<file path="src/rtl/pipe_stage_elastic.sv">
// Elastic pipeline register with a 2-entry skid buffer, valid/ready handshake,
// stage flush and a saturating downstream stall counter.
module pipe_stage_elastic #(
  parameter int DATA_W             = 48,
  parameter int CTRL_W             = 16,
  parameter bit ZERO_DATA_ON_FLUSH = 1'b1,
  parameter int STALL_CNT_W        = 16
) (
  input  logic                   clk,
  input  logic                   rst,
  input  logic                   flush,
  input  logic                   in_valid,
  output logic                   in_ready,
  input  logic [CTRL_W-1:0]      in_ctrl,
  input  logic [DATA_W-1:0]      in_data,
  output logic                   out_valid,
  input  logic                   out_ready,
  output logic [CTRL_W-1:0]      out_ctrl,
  output logic [DATA_W-1:0]      out_data,
  output logic [1:0]             occupancy,
  output logic [STALL_CNT_W-1:0] stall_cnt
);

  typedef struct packed {
    logic              valid;
    logic [CTRL_W-1:0] ctrl;
    logic [DATA_W-1:0] data;
  } entry_t;

  entry_t                 main_q, main_n;
  entry_t                 skid_q, skid_n;
  entry_t                 in_entry;
  logic                   in_ready_q, in_ready_n;
  logic [STALL_CNT_W-1:0] stall_cnt_q, stall_cnt_n;

  logic up_xfer, dn_xfer, main_free;

  assign up_xfer   = in_valid & in_ready_q;
  assign dn_xfer   = main_q.valid & out_ready;
  assign main_free = ~main_q.valid | dn_xfer;

  always_comb begin
    in_entry.valid = 1'b1;
    in_entry.ctrl  = in_ctrl;
    in_entry.data  = in_data;
  end

  // NOTE: every signal driven here gets a default first, so no path leaves a
  // value unassigned and no latch is inferred.
  always_comb begin
    main_n = main_q;
    skid_n = skid_q;
    if (flush) begin
      // Downstream already sampled main if it was draining; the input is dropped.
      main_n.valid = 1'b0;
      main_n.ctrl  = '0;
      skid_n.valid = 1'b0;
      skid_n.ctrl  = '0;
      if (ZERO_DATA_ON_FLUSH) begin
        main_n.data = '0;
        skid_n.data = '0;
      end
    end else if (main_free) begin
      if (skid_q.valid) begin
        main_n = skid_q;
        if (up_xfer) skid_n = in_entry;
        else         skid_n.valid = 1'b0;
      end else if (up_xfer) begin
        main_n = in_entry;
      end else begin
        main_n.valid = 1'b0;
      end
    end else if (up_xfer) begin
      skid_n = in_entry;
    end
    in_ready_n = ~skid_n.valid;
  end

  always_comb begin
    stall_cnt_n = stall_cnt_q;
    if (main_q.valid && !out_ready && !flush && !(&stall_cnt_q))
      stall_cnt_n = stall_cnt_q + 1'b1;
  end

  // NOTE: sequential state uses non-blocking assignments so every register
  // samples pre-edge values regardless of statement order.
  always_ff @(posedge clk) begin
    if (rst) begin
      // NOTE: the two entries are plain flops, so clearing their payload on
      // reset is cheap and keeps out_data deterministic after reset.
      main_q      <= '0;
      skid_q      <= '0;
      in_ready_q  <= 1'b1;
      stall_cnt_q <= '0;
    end else begin
      main_q      <= main_n;
      skid_q      <= skid_n;
      in_ready_q  <= in_ready_n;
      stall_cnt_q <= stall_cnt_n;
    end
  end

  assign in_ready  = in_ready_q;
  assign out_valid = main_q.valid;
  assign out_ctrl  = main_q.valid ? main_q.ctrl : '0;
  assign out_data  = main_q.data;
  assign occupancy = {1'b0, main_q.valid} + {1'b0, skid_q.valid};
  assign stall_cnt = stall_cnt_q;

endmodule

</file>
<file path="config.mk">
export PLATFORM = sky130hd
export DESIGN_NAME = pipe_stage_elastic
export DESIGN_NICKNAME = d
export VERILOG_FILES = /design/src/rtl/pipe_stage_elastic.sv
export SDC_FILE = /design/constraint.sdc
export NUM_CORES = 1
export LEC_CHECK = 0
export ABC_AREA = 0
export CAP_MARGIN = 25
export CORE_MARGIN = 8
export CORE_UTILIZATION = 40
export CTS_CLUSTER_DIAMETER = 150
export DETAILED_ROUTE_END_ITERATION = 10
export GPL_ROUTABILITY_DRIVEN = 0
export PLACE_DENSITY = 0.77
export SLEW_MARGIN = 5
export SYNTH_ARGS = -nofsm -noshare
export SYNTH_HDL_FRONTEND = slang
export SYNTH_SLANG_ARGS = --single-unit
export TNS_END_PERCENT = 20
</file>
<file path="constraint.sdc">
create_clock -name clk -period 5.9 [get_ports clk]
set_clock_uncertainty 0.2 [all_clocks]
set_input_delay 1.18 -clock clk [delete_from_list [all_inputs] [get_ports clk]]
set_output_delay 1.18 -clock clk [all_outputs]
set_load 0.02 [all_outputs]
</file>
==> impl_results.md <==
- Slew of the pin with the lowest slew margin: ~0.75 ns
- Crit path time final: ~3.5 ns
- Post-synth EDFFs: 0
- Post-synth top cells: 147 x dfxtp_1, 137 x nand2_1, 76 x a21oi_1
- Vias: 5,173
- Share of cells above drive strength 1: 0.05072
- CP Class: reg -> out
- Mapped cell area: roughly 6300 sq um
- Worst setup EP type: output pin
- Overflow after GRT: 0
- Max VDD drop: between 150 and 200 uV
- Top-count cell post-synth: dfxtp_1
- Root buf cell: clkbuf_16
- Area delta synth->final: 30.70%
- All-Layer GR Usage: 0.1565
- MaxCap Viol Count: 0
- TritonCTS clock tree: built
- H-tree depth: 4
- DRC Markers: 0
- I/O pins: around 150
- Crit-path max FO: 21
- Area leader, netlist: dfxtp_1
- LEAKAGE: between 2 and 3 nW
- # nets final: between 800 and 900
- CP arrival: about 2.1 ns
- Core Area: 15,660 sq um
- Clk_lat worst skew: about 0.42 ns
- Run status: finished clean
- Setup TNS Final: 0 ns
- Vias in the first global route: between 4,000 and 5,000
- Antenna-violating nets left: 0
- Row cnt: 46
- HP Class: reg -> reg
- Final period utilization: 0.5917
- Post-synth ARST share: 0
- Clk slew on worst S/H paths: about 0.05 ns
- PostCTS Resize Cnt: 0
- Pins Over Slew Limit: 0
- Total clock sinks: ~150
- Effective utilization at floorplan: 0.4033
- Ys flop type: dfxtp_1
- Via-to-Cell Ratio: slightly below 5
- Place WS: around 2.0 ns
- Hpwl dp: ~10,000 um
- Seq/Total Area, Yosys: 0.4661
- Mapped Nets: 810
- Synthesized flop and latch total: 147
- # diodes: 0
- Startpoint Class: flop
- PwrDens: roughly 290 nW/um^2
- DR WL/cell: 14.82 um
- Die area: 20,060 sq um
- Max Fclk: ~290 MHz
- Top cell type's share of synthesized area: 0.4661
- Post-Synthesis Cells: between 700 and 800
- Clock Path Buffers: 2
- Die width: around 140 um
- PortBufs: about 150
- Worst Path Required: 4.52 ns
- Final hold vios: 0
- Filler cell count: 1,451
- 1st-iter DRT viols: 241
- RSZ-0062 raised after global routing: false
- WL final: 15,470 um
- TritonCTS Buffers: 17
- # hold bufs at CTS: 0
- Antenna violations before repair: 0
- Postcts setup bufs: 0
- Setup violators final: 0
- Relative slew margins: 0.4992
- First drt pass iteration count: 4
- Synth warn: 0
- Largest cells by area after synthesis: dfxtp_1 47%, mux2i_1 10%, nand2_1 8.1%
- First-pass GRT wire length: 25,220 um
- Final worst slack: ~2.4 ns
- Yosys cell types: 36
- Largest net degree at the start of global routing: 83
- Die H: between 100 and 150 um
- Syn avg cell area: ~8.5 sq um
==> area by class of cell <==
cell class	instances	area (sq um)	share of cell area
Clock buffer	23	467.9	0.05671
Clock inverter	9	152.6	0.01850
Inverter	2	7.507	0.0009098
Multi-Input combinational cell	487	2800	0.3393
Sequential cell	147	2947	0.3571
Tap cell	216	270.3	0.03275
Timing Repair Buffer	160	1607	0.1947
==> placed cells by master, fill, tap and decap left out, types with 3 or more instances in the layout <==
cell / n
clkbuf_16: 17
mux2i_1: 66
and2_1: 16
o21ai_0: 8
clkdlybuf4s50_1: 152
a211oi_1: 64
clkbuf_1: 4
nor4_1: 3
a21oi_1: 76
nor2b_1: 3
bufinv_16: 4
dfxtp_1: 146
nand4_1: 6
nor2_1: 71
nand2_1: 137
clkinv_2: 3
or3_1: 8
buf_4: 6
nor3_1: 4
==> worst paths after layout <==
path	depth (start not counted)	end	startpoint	slack, ns
worst max register to register	5	skid_q[39]	out_valid	2.88
worst min register to register	2	skid_q[26]	skid_q[26]	0.25
worst min-delay path	2	skid_q[26]	skid_q[26]	0.25
worst max-delay path	2	occupancy[0]	out_valid	2.41
==> worst max-delay path, stage by stage, from the launching register on <==
cell,delay [ns]
dfxtp_1,0.80
ha_1,0.35
clkdlybuf4s50_1,0.54
==> sequential cells by signal (all words and copies together), names as in the netlist <==
name,flops
in_ready,1
main_q,16
out_data,48
out_valid,1
skid_q,65
stall_cnt,16
==> where the power goes <==
part           switching (mW)  internal (mW)  leakage, nW
Sequential             0.0151           1.02         1.19
Clock                   0.401          0.729        0.305
Combinational           0.107          0.101         1.21
Total                   0.524           1.85         2.71
==> through the flow <==
| stage | util | cell area [sq um] | total power [mW] | std cells | hold WS [ns] |
|---|---|---|---|---|---|
| 2_1_floorplan | - | 6314 | 1.173 | 739 | 0.2360 |
| 3_3_place_gp | 0.4862 | 7611 | 1.259 | 1011 | 0.2406 |
| 3_5_place_dp | 0.4862 | 7611 | 1.262 | 1011 | 0.2468 |
| 4_1_cts | 0.5258 | 8232 | 2.399 | 1043 | 0.2550 |
| 5_1_grt | 0.5271 | 8252 | 2.460 | 1044 | 0.2714 |
| 6_report | 0.5271 | 8252 | 2.371 | 1044 | 0.2521 |
==> routing by layer <==
layer / wire length, um / GRT usage / vias up
met5: 0 / 0 / -
met4: 276 / 0.05822 / 0
met3: 1168 / 0.05544 / 19
met2: 7164 / 0.2511 / 131
met1: 6858 / 0.1892 / 2384
li1: - / - / 2639
==> logic make-up (layout without fill, tap and decap cells) <==
logic type / after synthesis / after routing / share of synthesized area
AO/OA/AOI/OAI: 155 / 155 / 0.1524
XOR/XNOR: 1 / 1 / 0.001387
adder cells (fa/ha/maj): 2 / 2 / 0.003963
buffers and inverters: 105 / 194 / 0.09195
flip-flops: 147 / 147 / 0.4661
multiplexers: 68 / 68 / 0.1082
AND/OR/NAND/NOR: 261 / 261 / 0.1760
Note: power is estimated with default switching activity, not from simulation.
